`config.mk`:
```
export PLATFORM = sky130hd
export DESIGN_NAME = regfile_writeback_unit_flat
export DESIGN_NICKNAME = d
export VERILOG_FILES = /design/src/rtl/regfile_writeback_unit_if.sv /design/src/rtl/regfile_writeback_unit.sv /design/src/flat_wrapper.sv
export SDC_FILE = /design/constraint.sdc
export NUM_CORES = 1
export LEC_CHECK = 0
export ABC_CLOCK_PERIOD_IN_PS = 5400
export CAP_MARGIN = 20
export CORE_MARGIN = 3
export CORE_UTILIZATION = 59
export CTS_CLUSTER_DIAMETER = 150
export DETAILED_ROUTE_END_ITERATION = 8
export DONT_BUFFER_PORTS = 1
export PLACE_DENSITY = 0.75
export SYNTH_ARGS = -nofsm -noshare
export SYNTH_HDL_FRONTEND = slang
export SYNTH_SLANG_ARGS = --single-unit
```
`constraint.sdc`:
```
create_clock -name clk -period 5.4 [get_ports clk]
set_input_delay 1.08 -clock clk [delete_from_list [all_inputs] [get_ports clk]]
set_output_delay 1.08 -clock clk [all_outputs]
set_load 0.02 [all_outputs]
```
`src/rtl/regfile_writeback_unit_if.sv`:
```
// Result channels from the ALU and load unit, plus the register file write port.
interface regfile_writeback_unit_if #(
  parameter int XLEN = 32
);
  logic            alu_valid;
  logic            alu_ready;
  logic [4:0]      alu_rd;
  logic [XLEN-1:0] alu_data;
  logic            ld_valid;
  logic            ld_ready;
  logic [4:0]      ld_rd;
  logic [XLEN-1:0] ld_data;
  logic            wb_we;
  logic [4:0]      wb_rd;
  logic [XLEN-1:0] wb_data;

  modport master (
    output alu_valid, alu_rd, alu_data, ld_valid, ld_rd, ld_data,
    input  alu_ready, ld_ready, wb_we, wb_rd, wb_data
  );

  modport slave (
    input  alu_valid, alu_rd, alu_data, ld_valid, ld_rd, ld_data,
    output alu_ready, ld_ready, wb_we, wb_rd, wb_data
  );
endinterface

```
`src/rtl/regfile_writeback_unit.sv`:
```
// Register file writer: result FIFO, one write per cycle, pending-write scoreboard.
// Optional macro WB_BYPASS_EN adds combinational forwarding of the current write.
module regfile_writeback_unit #(
  parameter int XLEN  = 32,
  parameter int DEPTH = 4,
  parameter int CNT_W = 2
) (
  input  logic                   clk,
  input  logic                   rst_n,
  regfile_writeback_unit_if.slave rf,
  input  logic                   issue_valid,
  input  logic [4:0]             issue_rd,
  output logic                   issue_ready,
  input  logic [4:0]             rs1,
  input  logic [4:0]             rs2,
  output logic                   rs1_busy,
  output logic                   rs2_busy,
  output logic [$clog2(DEPTH):0] fifo_count
`ifdef WB_BYPASS_EN
  ,
  output logic                   rs1_fwd_valid,
  output logic                   rs2_fwd_valid,
  output logic [XLEN-1:0]        rs1_fwd_data,
  output logic [XLEN-1:0]        rs2_fwd_data
`endif
);

  localparam int AW = $clog2(DEPTH);
  localparam logic [AW:0] FULL = (AW+1)'(DEPTH);
  localparam logic [AW:0] ONE_FREE = (AW+1)'(DEPTH - 1);
  localparam logic [CNT_W-1:0] CNT_MAX = '1;

  typedef struct packed {
    logic [4:0]      rd;
    logic [XLEN-1:0] data;
  } entry_t;

  entry_t          mem [DEPTH];
  logic [AW-1:0]   wr_ptr, rd_ptr, wr_ptr_nxt;
  logic [AW:0]     count;
  logic            ld_push, alu_push, pop;
  logic [1:0]      push_n;
  logic            wb_we_q;
  logic [4:0]      wb_rd_q;
  logic [XLEN-1:0] wb_data_q;
  logic [CNT_W-1:0] cnt [32];
  logic [31:0]     inc_vec, dec_vec;

  // Ready uses the registered occupancy only; a same-cycle pop gives no credit.
  assign rf.ld_ready  = (count != FULL);
  assign rf.alu_ready = (count < ONE_FREE) || ((count == ONE_FREE) && !rf.ld_valid);

  assign ld_push    = rf.ld_valid && rf.ld_ready && (rf.ld_rd != 5'd0);
  assign alu_push   = rf.alu_valid && rf.alu_ready && (rf.alu_rd != 5'd0);
  assign pop        = (count != '0);
  assign push_n     = {1'b0, ld_push} + {1'b0, alu_push};
  assign wr_ptr_nxt = wr_ptr + AW'(1);

  always_ff @(posedge clk) begin
    if (ld_push)
      mem[wr_ptr] <= '{rd: rf.ld_rd, data: rf.ld_data};
    if (alu_push)
      mem[ld_push ? wr_ptr_nxt : wr_ptr] <= '{rd: rf.alu_rd, data: rf.alu_data};
  end

  always_ff @(posedge clk or negedge rst_n) begin
    if (!rst_n) begin
      wr_ptr    <= '0;
      rd_ptr    <= '0;
      count     <= '0;
      wb_we_q   <= 1'b0;
      wb_rd_q   <= '0;
      wb_data_q <= '0;
    end else begin
      wr_ptr  <= wr_ptr + AW'(push_n);
      rd_ptr  <= rd_ptr + AW'(pop);
      count   <= count + (AW+1)'(push_n) - (AW+1)'(pop);
      wb_we_q <= pop;
      if (pop) begin
        wb_rd_q   <= mem[rd_ptr].rd;
        wb_data_q <= mem[rd_ptr].data;
      end
    end
  end

  assign rf.wb_we   = wb_we_q;
  assign rf.wb_rd   = wb_rd_q;
  assign rf.wb_data = wb_data_q;
  assign fifo_count = count;

  // A saturated counter may still accept an issue if the same rd retires now.
  assign issue_ready = !((cnt[issue_rd] == CNT_MAX) && !(wb_we_q && (wb_rd_q == issue_rd)));

  always_comb begin
    inc_vec = '0;
    dec_vec = '0;
    if (issue_valid && issue_ready && (issue_rd != 5'd0))
      inc_vec[issue_rd] = 1'b1;
    if (wb_we_q && (wb_rd_q != 5'd0))
      dec_vec[wb_rd_q] = 1'b1;
  end

  always_ff @(posedge clk or negedge rst_n) begin
    if (!rst_n) begin
      for (int r = 0; r < 32; r++)
        cnt[r] <= '0;
    end else begin
      for (int r = 1; r < 32; r++) begin
        case ({inc_vec[r], dec_vec[r]})
          2'b10:   cnt[r] <= cnt[r] + 1'b1;
          2'b01:   if (cnt[r] != '0) cnt[r] <= cnt[r] - 1'b1;
          default: cnt[r] <= cnt[r];
        endcase
      end
    end
  end

  always_ff @(posedge clk) begin
    if (rst_n && (dec_vec != '0))
      assert (cnt[wb_rd_q] != '0)
        else $error("writeback to x%0d with no pending write", wb_rd_q);
  end

`ifdef WB_BYPASS_EN
  assign rs1_fwd_valid = wb_we_q && (wb_rd_q == rs1) && (rs1 != 5'd0);
  assign rs2_fwd_valid = wb_we_q && (wb_rd_q == rs2) && (rs2 != 5'd0);
  assign rs1_fwd_data  = wb_data_q;
  assign rs2_fwd_data  = wb_data_q;
  // The last outstanding write is being forwarded, so the reader need not wait.
  assign rs1_busy = (cnt[rs1] != '0) && !(rs1_fwd_valid && (cnt[rs1] == CNT_W'(1)));
  assign rs2_busy = (cnt[rs2] != '0) && !(rs2_fwd_valid && (cnt[rs2] == CNT_W'(1)));
`else
  assign rs1_busy = (cnt[rs1] != '0);
  assign rs2_busy = (cnt[rs2] != '0);
`endif

endmodule

```
`src/flat_wrapper.sv`:
```
// flat-port wrapper written by rule: the top's interface ports become plain ports
module regfile_writeback_unit_flat 
#(
  parameter int XLEN  = 32,
  parameter int DEPTH = 4,
  parameter int CNT_W = 2
)
  (clk, rst_n, issue_valid, issue_rd, issue_ready, rs1, rs2, rs1_busy, rs2_busy, fifo_count, rf_alu_valid, rf_alu_rd, rf_alu_data, rf_ld_valid, rf_ld_rd, rf_ld_data, rf_alu_ready, rf_ld_ready, rf_wb_we, rf_wb_rd, rf_wb_data);
  regfile_writeback_unit_if #(.XLEN(XLEN)) rf_i ();
  input  logic clk;
  input  logic rst_n;
  input  logic issue_valid;
  input  logic [4:0] issue_rd;
  output logic issue_ready;
  input  logic [4:0] rs1;
  input  logic [4:0] rs2;
  output logic rs1_busy;
  output logic rs2_busy;
  output logic [$clog2(DEPTH):0] fifo_count;
  input wire logic [$bits(rf_i.alu_valid)-1:0] rf_alu_valid;
  input wire logic [$bits(rf_i.alu_rd)-1:0] rf_alu_rd;
  input wire logic [$bits(rf_i.alu_data)-1:0] rf_alu_data;
  input wire logic [$bits(rf_i.ld_valid)-1:0] rf_ld_valid;
  input wire logic [$bits(rf_i.ld_rd)-1:0] rf_ld_rd;
  input wire logic [$bits(rf_i.ld_data)-1:0] rf_ld_data;
  output wire logic [$bits(rf_i.alu_ready)-1:0] rf_alu_ready;
  output wire logic [$bits(rf_i.ld_ready)-1:0] rf_ld_ready;
  output wire logic [$bits(rf_i.wb_we)-1:0] rf_wb_we;
  output wire logic [$bits(rf_i.wb_rd)-1:0] rf_wb_rd;
  output wire logic [$bits(rf_i.wb_data)-1:0] rf_wb_data;
  assign rf_i.alu_valid = rf_alu_valid;
  assign rf_i.alu_rd = rf_alu_rd;
  assign rf_i.alu_data = rf_alu_data;
  assign rf_i.ld_valid = rf_ld_valid;
  assign rf_i.ld_rd = rf_ld_rd;
  assign rf_i.ld_data = rf_ld_data;
  assign rf_alu_ready = rf_i.alu_ready;
  assign rf_ld_ready = rf_i.ld_ready;
  assign rf_wb_we = rf_i.wb_we;
  assign rf_wb_rd = rf_i.wb_rd;
  assign rf_wb_data = rf_i.wb_data;
  regfile_writeback_unit #(.XLEN(XLEN), .DEPTH(DEPTH), .CNT_W(CNT_W)) u_core (.clk(clk), .rst_n(rst_n), .rf(rf_i), .issue_valid(issue_valid), .issue_rd(issue_rd), .issue_ready(issue_ready), .rs1(rs1), .rs2(rs2), .rs1_busy(rs1_busy), .rs2_busy(rs2_busy), .fifo_count(fifo_count));
endmodule
```
==> results of run 1 <==
==> sequential cells by signal, indices dropped and copies added, names as in the netlist <==
| register | cells |
|---|---|
| u_core.rf.wb_data | 32 |
| u_core.mem | 148 |
| u_core.cnt | 62 |
| u_core.wr_ptr | 2 |
| u_core.rf.wb_we | 1 |
| u_core.rf.wb_rd | 5 |
| u_core.rd_ptr | 2 |
| u_core.fifo_count | 3 |
==> critical path: stages <==
cell and delay [ns]:
mux4_2 0.46, nor3b_1 0.15, o31a_1 0.23, o31a_1 0.28, o21a_2 0.27, inv_2 0.47
==> synthesized netlist by cell type, types with 3 or more instances <==
library cell    n  area (um2)
nand2b_1        9        56.3
and3_1         12        75.1
or3_4           9         101
o21a_1          4        30.0
nand3b_1        5        37.5
mux2_1         12         135
buf_2           6        30.0
nor3b_1         4        30.0
nor2_1         82         308
nor3_1         34         170
xor2_1          6        52.6
nand3_1        24         120
a21boi_0        3        22.5
a21boi_1       18         135
a211oi_1       16         120
or2_2           4        25.0
xnor2_1        25         219
clkbuf_1       33         124
or3_1          16         100
edfxtp_1      148        4440
nand2_1        29         109
dfrtp_1       107        2680
o22a_1         24         210
a22oi_1        11        82.6
mux4_2         52        1170
buf_1          13        48.8
nand4b_1        3        26.3
mux2_2        187        2110
nor2b_1         9        56.3
o22ai_1         7        43.8
ha_1           10         125
or3b_2          3        26.3
o21ai_0        13        65.1
buf_6           4        45.0
a21oi_1        50         250
inv_1          20        75.1
mux2i_1        33         330
==> metal layers <==
| metal | GRT usage [%] | routed length (um) | vias to the layer above |
|---|---|---|---|
| met4 | 5.88 | 622 | 0 |
| met1 | 32.4 | 12900 | 4538 |
| met3 | 6.95 | 2780 | 53 |
| met5 | 0 | 0 | - |
| met2 | 42.9 | 15900 | 342 |
| li1 | - | - | 4082 |
==> final cells by class <==
cell class / instances / share of cell area, %
Sequential cell: 255 / 47.0
Multi-Input combinational cell: 741 / 43.7
Clock buffer: 36 / 4.81
Tap cell: 313 / 2.58
Clock inverter: 14 / 0.858
Timing Repair Buffer: 8 / 0.561
Inverter: 21 / 0.520
==> path summary, 6_finish.rpt <==
kind                                      start  slack [ns]               endpoint
setup / recovery                    issue_rd[0]        1.35            issue_ready
hold / removal                            rst_n        0.24         u_core.cnt[23]
setup reg to reg           u_core.fifo_count[1]        1.96      u_core.mem[1][22]
hold reg to reg                  u_core.cnt[38]        0.55         u_core.cnt[38]
max in group asynchronous                 rst_n        4.99  u_core.rf.wb_data[16]
min in group clk                 u_core.cnt[38]        0.55         u_core.cnt[38]
==> power by group through the flow <==
stage	combinational, W	clock, W	sequential, W
2_1_floorplan	0.00197	0	0.00336
3_3_place_gp	0.00231	0	0.00366
3_5_place_dp	0.00235	0	0.00369
4_1_cts	0.00236	0.00183	0.00366
5_1_grt	0.00260	0.00192	0.00373
6_report	0.00238	0.00180	0.00364
==> cells by family after synthesis <==
kind of cell               after synthesis  share of synthesized area [%]
adders and majority gates               11                           1.04
and+or+nand+nor                        253                           9.40
xor gates and xnor gates                31                           1.94
AOI/OAI and AO/OA                      161                           7.71
DFF                                    255                           50.8
buffers and inverters                   77                           2.33
muxes                                  285                           26.8
==> per-stage QoR <==
step / hold WS [ns] / std cells / setup WS (ns)
6_report: 0.242 / 1388 / 1.35
5_1_grt: 0.214 / 1388 / 1.27
4_1_cts: 0.219 / 1386 / 1.37
3_5_place_dp: 0.533 / 1336 / 1.37
3_3_place_gp: 0.514 / 1336 / 1.40
2_1_floorplan: 0.464 / 1073 / 1.45
==> impl_summary.md, run 1 <==
Outcome
The run finished with clean final reports.

Logic synthesis
The synthesized design contains approximately 260 register bits. Among all flip-flop cells after synthesis, the most frequent one is edfxtp_1. The number of enable-type register cells in the synthesized netlist is 148. The synthesis warning total is 2.

The number of nets produced by synthesis is 1178. The fraction of registers with async set/reset is 42.0%. Averaged over all synthesized cells, the footprint is 13.1 um2.

Synthesis handed over a netlist of 1073 instances. After synthesis, the netlist uses 57 different library cells. After synthesis, flip-flops and latches occupy between 50 and 60% of the total area. The cell area after synthesis is 14000 um2.

Drt
Wires add up to around 32 mm. In the final routed layout, each cell accounts on average for 23.2 um. Before antenna repair, the detailed router went through 6 iterations. The detailed router finished its first iteration with 917 violations. After detailed routing, the number of remaining DRC violations is 0.

The vias after detailed routing is 9015. The detail route stage leaves a number of antenna-violating nets equal to 0. In the routed layout, each cell is associated on average with a via count of 6.49.

Power and ir drop
The cell-internal power is 0.00510 W. Power spread over the standard cell area amounts to between 500 and 600 nW/um2. The clock share of power is between 20% and 30%. The register share of total power is 46.6%. The worst supply voltage drop on vdd is around 0.37 mV. The net switching power is 0.00272 W.

Of the total power, combinational logic draws 30.4%. The final total power is between 0.007 and 0.008 W. The static leakage power is 5.68 nW. The share of total power consumed by net switching is a little over a third.

GRT
Global routing used between 20% and 30% of the available tracks across all layers. The maximum number of pins on one net before global-route repair is 108. For this run the aggregate overflow at the end of global routing stands at 0. The first global-routing pass estimated 51.7 mm of wire. The via count of the first global-routing pass is 9289. The initial antenna violation count came to 0.

STA
The final critical delay including setup and external delays is around 4 ns. The summed negative setup slack over all endpoints is 0 ns. At the pin with the least slew margin, the transition time is 1.06 ns.

The largest clock skew in the final design is between 0.008 and 0.009 ns. In this run the tightest slew margin relative to its limit is between 20 and 30%. The final hold violation count is 0.

Setup violations remaining at the end of the flow were counted as 0. The portion of the clock cycle consumed by the worst path in the final layout is 75.0%. Setup repair after global routing left no endpoint under its margin. Static timing analysis puts the maximum clock frequency at 247 MHz. The final number of max-transition violations is 0.

Critical path
STA classifies the critical path startpoint as a primary input. The arrival time of data at the critical path endpoint is 2.97 ns. At the worst endpoint, the required time is between 4 and 5 ns. In this run the worst path has a maximum fanout of 30. By startpoint and endpoint, the worst setup path is classified as primary input to output port. The number of cells on the worst reg-to-reg path is 7. The kind of end point of the critical path is an output port.

Die
The height of the chip is approximately 160 um. In this run the core area contains between 50 and 60 standard-cell rows. The die extent in x is around 160 um. The floorplan die area is 25700 um2. The count of pins on the block boundary is 140. After floorplanning, the core was sized to cover 23000 um2.

For this configuration, the core starts out at a cell density of a little over 60%.

Clock network
Buffers inserted to repair hold after CTS numbered 0. The clock slew at the register clock pins of the worst setup and hold paths is 0.07 ns. The buffer cell driving the clock tree root is clkbuf_16. In this run the number of H-tree levels came out at 1. The total CTS buffers is 27. Post-CTS timing repair inserted 0 buffers for setup. The number of gates resized after cts is 0.

The buffer levels on the longest clock path is 3. CTS saw between 200 and 300 sinks. The clock latency at the later pin of the worst-skew pair is 0.53 ns. The clock tree from TritonCTS is built.

Worst hold path
The kind of path behind the tightest hold check is primary input to async pin.

Cells and area
For this run, the post-layout net count is 1159. The top cell types in the final layout, fill and taps aside, are mux2_2, edfxtp_1, dfrtp_1. Of the cells placed in the final design, the portion with a size suffix greater than 1 is slightly below 30%. In the final layout, flip-flops and latches occupy 7120 um2. Leaving out fill and tap cells, the most frequent cell in the layout is mux2_2. After routing the design area is 15200 um2. Summing all multi-input logic gate instances after layout gives about 6600 um2.

The number of antenna diodes in the final layout is 0. The final cell utilization of the core is around two thirds. The total of fill cells in the finished design is between 1500 and 2000. The synthesis-to-layout area growth is 8.16%.

Place
The placed instances occupy a cell area of 14300 um2. Routability-driven placement finished with a final weighted congestion of 0.955. After legalization and detailed placement, the total HPWL measured 20.6 mm. Input and output buffers added on the ports amount to 0.

Run
The tool flagged a number of max-cap violations equal to 0.
No activity file was read; power rests on OpenSTA's default activity.
==> run 2: changes to the inputs <==
--- a/config.mk
+++ b/config.mk
@@ -5,7 +5,7 @@
 export SDC_FILE = /design/constraint.sdc
 export NUM_CORES = 1
 export LEC_CHECK = 0
-export ABC_CLOCK_PERIOD_IN_PS = 5400
+export ABC_CLOCK_PERIOD_IN_PS = 4050
 export CAP_MARGIN = 20
 export CORE_MARGIN = 3
 export CORE_UTILIZATION = 59
==> constraint.sdc (replaced) <==
create_clock -name clk -period 4.05 [get_ports clk]
set_input_delay 0.81 -clock clk [delete_from_list [all_inputs] [get_ports clk]]
set_output_delay 0.81 -clock clk [all_outputs]
set_load 0.02 [all_outputs]
==> impl_summary.md, run 2 (synthesis gave the netlist of run 1 again) <==
Outcome
Outcome: finished clean (unchanged).

GRT
The via count of the first global-routing pass is 9175 (was 9289). The total grt overflow is 0 (unchanged). The overall fraction of global-route tracks in use is 25.7% (was 25.2%). The initial antenna violation count came to 0 (unchanged). The maximum number of pins on one net before global-route repair is 108 (unchanged). The first-pass GRT wire length is 52.1 mm (was 51.7 mm).

STA
For this run, the top clock speed supported by timing is 274 MHz. The worst hold slack is 0.174 ns (was 0.242 ns). Unrepaired setup endpoints after global routing: no (unchanged).

The final critical delay including setup and external delays is 3.65 ns. The final-report setup violation count was 0 (unchanged). The largest clock skew in the final design is 0.0173 ns (was 0.00875 ns). The worst slew slack as a fraction of its limit is 33.8% (was 28.8%). The summed negative setup slack over all endpoints was 0 ns (unchanged). The final number of max-transition violations is 0 (unchanged). The portion of the clock cycle consumed by the worst path in the final layout is 90.1%. The measured slew at the worst slew-check pin came to 0.992 ns (was 1.06 ns). The final hold violation count is 0 (unchanged).

Drt
The count of TritonRoute iterations in the first routing pass was 5 (was 6). The average wire per standard cell is 23.7 um (was 23.2 um). The count of routing violations after the opening detailed-route iteration is 858 (was 917). The detail-routed via count per cell is 6.50 (was 6.49). The detailed-route DRC error count is 0 (unchanged). The aggregate routed wire length came to 33.3 mm (was 32.2 mm).

The number of routed nets with antenna violations is 0 (unchanged). The vias after detailed routing was 9120 (was 9015).

Clock network
The total CTS buffers is 28 (was 27). The clock latency at the later pin of the worst-skew pair is 0.55 ns (was 0.53 ns). The clock tree from TritonCTS was built (unchanged). The buffer levels on the longest clock path is 3 (unchanged).

The total setup buffers inserted after CTS is 0 (unchanged). The buffer cell driving the clock tree root is clkbuf_16 (unchanged). The H-tree depth reported by CTS is 1 (unchanged).

The TritonCTS sink count was 255 (unchanged). The clock slew at the register clock pins of the worst setup and hold paths is 0.07 ns (about the same). The number of gates resized after cts is 0 (unchanged).

Critical path
The required time of the worst setup path is 3.24 ns (was 4.32 ns). The path type of the worst setup path is flip-flop to output port (was primary input to output port). The arrival time of data at the critical path endpoint is 2.84 ns (was 2.97 ns).

The maximum fanout count along the critical path is 24 (was 30). The category of the worst setup path launch point is a flip-flop (was primary input). The register-to-register setup slack came to 0.59 ns (was 1.96 ns). The kind of end point of the critical path is an output port (unchanged).

Place
The routability congestion estimate from global placement is 0.939 (was 0.955). The cell area after placement is 14400 um2 (was 14300 um2). The quantity of I/O buffers inserted on ports is 0 (unchanged). The HPWL reported at the end of detailed placement came to 21.7 mm (was 20.6 mm).

Power and ir drop
The worst supply voltage drop on vdd is 0.620 mV (was 0.367 mV). The clock share of power is 23.9% (was 23.0%). The net switching power is 0.00377 W (was 0.00272 W). The register share of total power is 44.0% (was 46.6%). The cell-internal power is 0.00702 W (was 0.00510 W).

The power per cell area was 701 nW/um2 (was 515 nW/um2). The logic gate share of total power is 32.2% (was 30.4%). The share of total power consumed by net switching came to 35.0% (was 34.8%). The static leakage power is 5.79 nW (was 5.68 nW).

The final total power is 0.0108 W (was 0.00782 W).

Cells and area
The layout net count is 1173 (was 1159). The register name with the most flops was u_core.mem (unchanged). The synthesis-to-layout area growth is 9.78% (was 8.16%). The number of inserted diodes is 0 (unchanged). The total of fill cells in the finished design came to 1684 (was 1714). Most frequent cells in the layout: mux2_2, edfxtp_1, dfrtp_1 (unchanged).

The final design area excluding fillers was 15400 um2 (was 15200 um2). The most common cell after layout, fill and taps aside is mux2_2 (unchanged). The number of flip-flops under the largest register name is 148 (unchanged).

The final cell utilization of the core is 67.0% (was 66.0%). The share of final-layout standard cells stronger than drive strength 1 came to 30.7% (was 29.7%).

Die
The row count is 55 (unchanged). The height of the chip came to 160 um (unchanged). The die extent in x came to 160 um (unchanged).

The floorplan die area is 25700 um2 (unchanged). The core box area came to 23000 um2 (unchanged). The count of pins on the block boundary is 140 (unchanged). The starting density of the core was 61.0% (unchanged).

Run
The max capacitance violation total came to 0 (unchanged).

Worst hold path
The kind of path behind the tightest hold check is primary input to async pin (unchanged).
-- run 2: cell types whose count changed in the layout (fill, tap and decap cells not counted) --
| cell | delta |
|---|---|
| buf_4 | +9 |
| buf_12 | +3 |
| clkbuf_16 | +2 |
| buf_16 | +1 |
| bufinv_16 | +1 |
| clkbuf_1 | -1 |
| clkbuf_8 | -1 |
| clkinv_4 | +1 |
-- run 2: path summary, 6_finish.rpt --
| check | start | endpoint | cells past startpoint |
|---|---|---|---|
| worst max-delay path | u_core.cnt[47] | issue_ready | 6 |
| worst min-delay path | rst_n | u_core.cnt[47] | 1 |
| worst max register to register | u_core.fifo_count[1] | u_core.mem[3][25] | 8 |
| worst min register to register | u_core.cnt[38] | u_core.cnt[38] | 1 |
| max in group asynchronous | rst_n | u_core.rd_ptr[1] | 1 |
| min in group clk | rf_ld_data[21] | u_core.mem[3][21] | 1 |
-- run 2: timing repair --
item	in CTS	in global routing
hold endpoints to repair	107	0
setup endpoints to repair	0	0
hold buffers	1	0
-- run 2: cell type report --
cell class | count | area (um2) | area share (%)
inverter | 21 | 78.8 | 0.512
multi-input combinational | 741 | 6630 | 43.1
timing repair buffer | 21 | 240 | 1.56
sequential | 255 | 7120 | 46.3
tap | 313 | 392 | 2.54
clock buffer | 36 | 762 | 4.95
clock inverter | 16 | 169 | 1.10
-- run 2: worst max-delay path: stages, from the launching register on --
cell and delay, ns:
dfrtp_1 0.46, mux4_2 0.47, nor3b_1 0.15, o31a_1 0.23
o31a_1 0.27, o21a_2 0.28, inv_2 0.42
-- run 2: power groups by stage --
stage          clock, W  sequential (W)  combinational [W]
3_5_place_dp          0         0.00486            0.00335
5_1_grt         0.00271         0.00483            0.00376
3_3_place_gp          0         0.00483            0.00328
2_1_floorplan         0         0.00448            0.00263
6_report        0.00258         0.00474            0.00347
4_1_cts         0.00261         0.00481            0.00339
-- run 2: per-stage QoR --
stage / setup WS (ns) / std cells
final: 0.400 / 1403
after global routing: 0.329 / 1403
after CTS: 0.405 / 1402
after detailed placement: 0.570 / 1349
after global placement: 0.610 / 1349
after floorplan: 0.372 / 1073
-- run 2: per-layer routing --
| metal | track usage [%] | wire (um) |
|---|---|---|
| met1 | 34.0 | 13400 |
| met2 | 43.7 | 16600 |
| met3 | 6.54 | 2980 |
| met4 | 4.58 | 339 |
| met5 | 0 | 0 |
==> run 3: changes to the inputs <==
--- a/config.mk
+++ b/config.mk
@@ -8,11 +8,11 @@
 export ABC_CLOCK_PERIOD_IN_PS = 4050
 export CAP_MARGIN = 20
 export CORE_MARGIN = 3
-export CORE_UTILIZATION = 59
+export CORE_UTILIZATION = 40
 export CTS_CLUSTER_DIAMETER = 150
 export DETAILED_ROUTE_END_ITERATION = 8
 export DONT_BUFFER_PORTS = 1
-export PLACE_DENSITY = 0.75
+export PLACE_DENSITY = 0.53
 export SYNTH_ARGS = -nofsm -noshare
 export SYNTH_HDL_FRONTEND = slang
 export SYNTH_SLANG_ARGS = --single-unit
==> impl_summary.md, run 3 (synthesis gave the netlist of run 1 again) <==
Cells and area
The area occupied by multi-input gates is 6630 um2 (unchanged). The share of final-layout standard cells stronger than drive strength 1 is 30.8% (was 30.7%). The number of inserted diodes came to 0 (unchanged).

The register name with the most flops is u_core.mem (unchanged). The total of fill cells in the finished design is 3116 (was 1684). The count of placed standard cells in the final layout, fillers left out was 1547 (was 1403).

The final cell utilization of the core is 46.1% (was 67.0%). The storage element area came to 7120 um2 (unchanged). The layout net count is 1180 (was 1173).

Most frequent cells in the layout: mux2_2, edfxtp_1, dfrtp_1 (unchanged). The number of flip-flops under the largest register name came to 148 (unchanged). The synthesis-to-layout area growth was 11.9% (was 9.78%). The most common cell after layout, fill and taps aside is mux2_2 (unchanged).

Outcome
Outcome: finished clean (unchanged).

Clock network
The clock tree from TritonCTS is built (unchanged). The TritonCTS sink count is 255 (unchanged). The H-tree depth reported by CTS came to 1 (unchanged). The number of buffers inserted for hold repair after clock tree synthesis came to 1 (unchanged).

The buffer levels on the longest clock path is 3 (unchanged). The clock slew at the register clock pins of the worst setup and hold paths is 0.06 ns (was 0.07 ns). The total CTS buffers is 30 (was 28).

The clock latency at the later pin of the worst-skew pair was 0.55 ns (about the same). The number of gates resized after cts is 0 (unchanged). The buffer cell driving the clock tree root is clkbuf_16 (unchanged). The total setup buffers inserted after CTS is 0 (unchanged).

Critical path
Ordered cell list for the critical path: inv_1 -> nand3_1 -> nand2_1 -> a21oi_1 -> nor3_1 -> o21ai_4 -> buf_4 -> mux2_2 (was mux4_2 -> nor3b_1 -> o31a_1 -> o31a_1 -> o21a_2 -> inv_2). The kind of end point of the critical path is a flip-flop (was output port). The origin of the critical flop-to-flop path is u_core.fifo_count[0] (was u_core.fifo_count[1]). The number of buffers and inverters on the critical path is 2 (was 1). The path type of the worst setup path is flip-flop to flip-flop (was flip-flop to output port). The total stage count of the critical path is 8 (was 6). The maximum fanout count along the critical path was 14 (was 24). The largest delay contributor family on the critical path was compound AO/OA/AOI/OAI gates (unchanged). The slowest library cell on the worst path was a21oi_1 (was mux4_2).

The delay of the slowest cell on the worst path was 0.68 ns (was 0.47 ns). The number of cell instances on the worst register-to-register path is 8 (unchanged). The arrival time of data at the critical path endpoint is 3.72 ns (was 2.84 ns). The required time of the worst setup path is 4.35 ns (was 3.24 ns).

The critical path startpoint is u_core.fifo_count[0] (was u_core.cnt[47]). The category of the worst setup path launch point is a flip-flop (unchanged).

Drt
The detailed-route DRC error count is 0 (unchanged). The count of TritonRoute iterations in the first routing pass came to 5 (unchanged). The vias after detailed routing is 9074 (was 9120). The aggregate routed wire length is 36.7 mm (was 33.3 mm). The detail-routed via count per cell came to 5.87 (was 6.50).

The count of routing violations after the opening detailed-route iteration was 564 (was 858). The average wire per standard cell is 23.7 um (about the same). The number of routed nets with antenna violations is 0 (unchanged).

Run
The max capacitance violation total is 0 (unchanged).

STA
The worst hold slack is 0.183 ns (was 0.174 ns). The final hold violation count came to 0 (unchanged). The worst slew slack as a fraction of its limit is 42.9% (was 33.8%). The largest clock skew in the final design was 0.0154 ns (was 0.0173 ns).

The portion of the clock cycle consumed by the worst path in the final layout is 84.5% (was 90.1%). The worst setup margin was 0.627 ns (was 0.400 ns). The final number of max-transition violations is 0 (unchanged). Unrepaired setup endpoints after global routing: no (unchanged).

The summed negative setup slack over all endpoints is 0 ns (unchanged). The final-report setup violation count came to 0 (unchanged). The measured slew at the worst slew-check pin is 0.856 ns (was 0.992 ns). The final critical delay including setup and external delays is 3.42 ns (was 3.65 ns). The maximum operating frequency came to 292 MHz (was 274 MHz).

Die
The die extent in x is 193 um (was 160 um). The height of the chip is 193 um (was 160 um). The starting density of the core is 41.2% (was 61.0%). The core box area is 34000 um2 (was 23000 um2). The floorplan die area came to 37300 um2 (was 25700 um2). The count of pins on the block boundary is 140 (unchanged). The row count is 67 (was 55).

Place
The routability congestion estimate from global placement is 0.798 (was 0.939). The instance count after placement with tap cells included is 1489 (was 1349). The placement-stage worst setup slack came to 0.654 ns (was 0.570 ns).

The quantity of I/O buffers inserted on ports is 0 (unchanged). The HPWL reported at the end of detailed placement came to 24.1 mm (was 21.7 mm).

GRT
The initial antenna violation count came to 0 (unchanged). The via count of the first global-routing pass is 9198 (was 9175). The overall fraction of global-route tracks in use is 19.2% (was 25.7%). The maximum number of pins on one net before global-route repair is 108 (unchanged).

The first-pass GRT wire length is 56.8 mm (was 52.1 mm). The total grt overflow is 0 (unchanged).

Power and ir drop
The worst supply voltage drop on vdd is 0.467 mV (was 0.620 mV). The static leakage power is 5.86 nW (was 5.79 nW). The power per cell area came to 704 nW/um2 (was 701 nW/um2).

Worst hold path
The kind of path behind the tightest hold check is primary input to async pin (unchanged).
run 3: cell types whose count changed in the layout (fill, tap and decap cells not counted), moves of 2 or more:
| cell | before | now |
|---|---|---|
| buf_4 | 15 | 19 |
| clkbuf_1 | 6 | 9 |
| clkbuf_16 | 29 | 31 |
| clkbuf_8 | 1 | 5 |
| clkinv_1 | 2 | 4 |
| clkinv_2 | 6 | 1 |
| clkinvlp_4 | 2 | 0 |
run 3: cell type report:
class	instances	area share [%]
multi-input cells	741	42.2
flip-flops and latches	255	45.4
repair buffers	26	1.85
clock buffers	45	5.60
well taps	448	3.57
inverters	21	0.502
clock inverters	11	0.869
run 3: metrics by stage:
stage               total power [W]  instance area [um2]
global route                 0.0117                15700
floorplan                   0.00711                14000
CTS                          0.0112                15700
global placement            0.00829                14600
finish                       0.0110                15700
detailed placement          0.00834                14600
run 3: routing by layer:
metal / up-vias / wire, um / track usage, %
met5: - / 0 / 0
met1: 4624 / 15800 / 25.4
met3: 41 / 2830 / 5.37
met2: 282 / 17600 / 31.8
li1: 4127 / - / -
met4: 0 / 567 / 4.21
run 3: path summary, 6_finish.rpt:
kind / endpoint / slack [ns]
max in group asynchronous: u_core.rd_ptr[1] / 3.34
min in group clk: u_core.mem[3][11] / 0.47
max: u_core.mem[1][18] / 0.63
min: u_core.cnt[46] / 0.18
min reg2reg: u_core.cnt[34] / 0.54
max reg2reg: u_core.mem[1][18] / 0.63
run 3: power by group:
part / total, W / switching [W] / internal, W
Sequential: 0.00472 / 0.000941 / 0.00378
Clock: 0.00277 / 0.00109 / 0.00168
Combinational: 0.00356 / 0.00182 / 0.00174
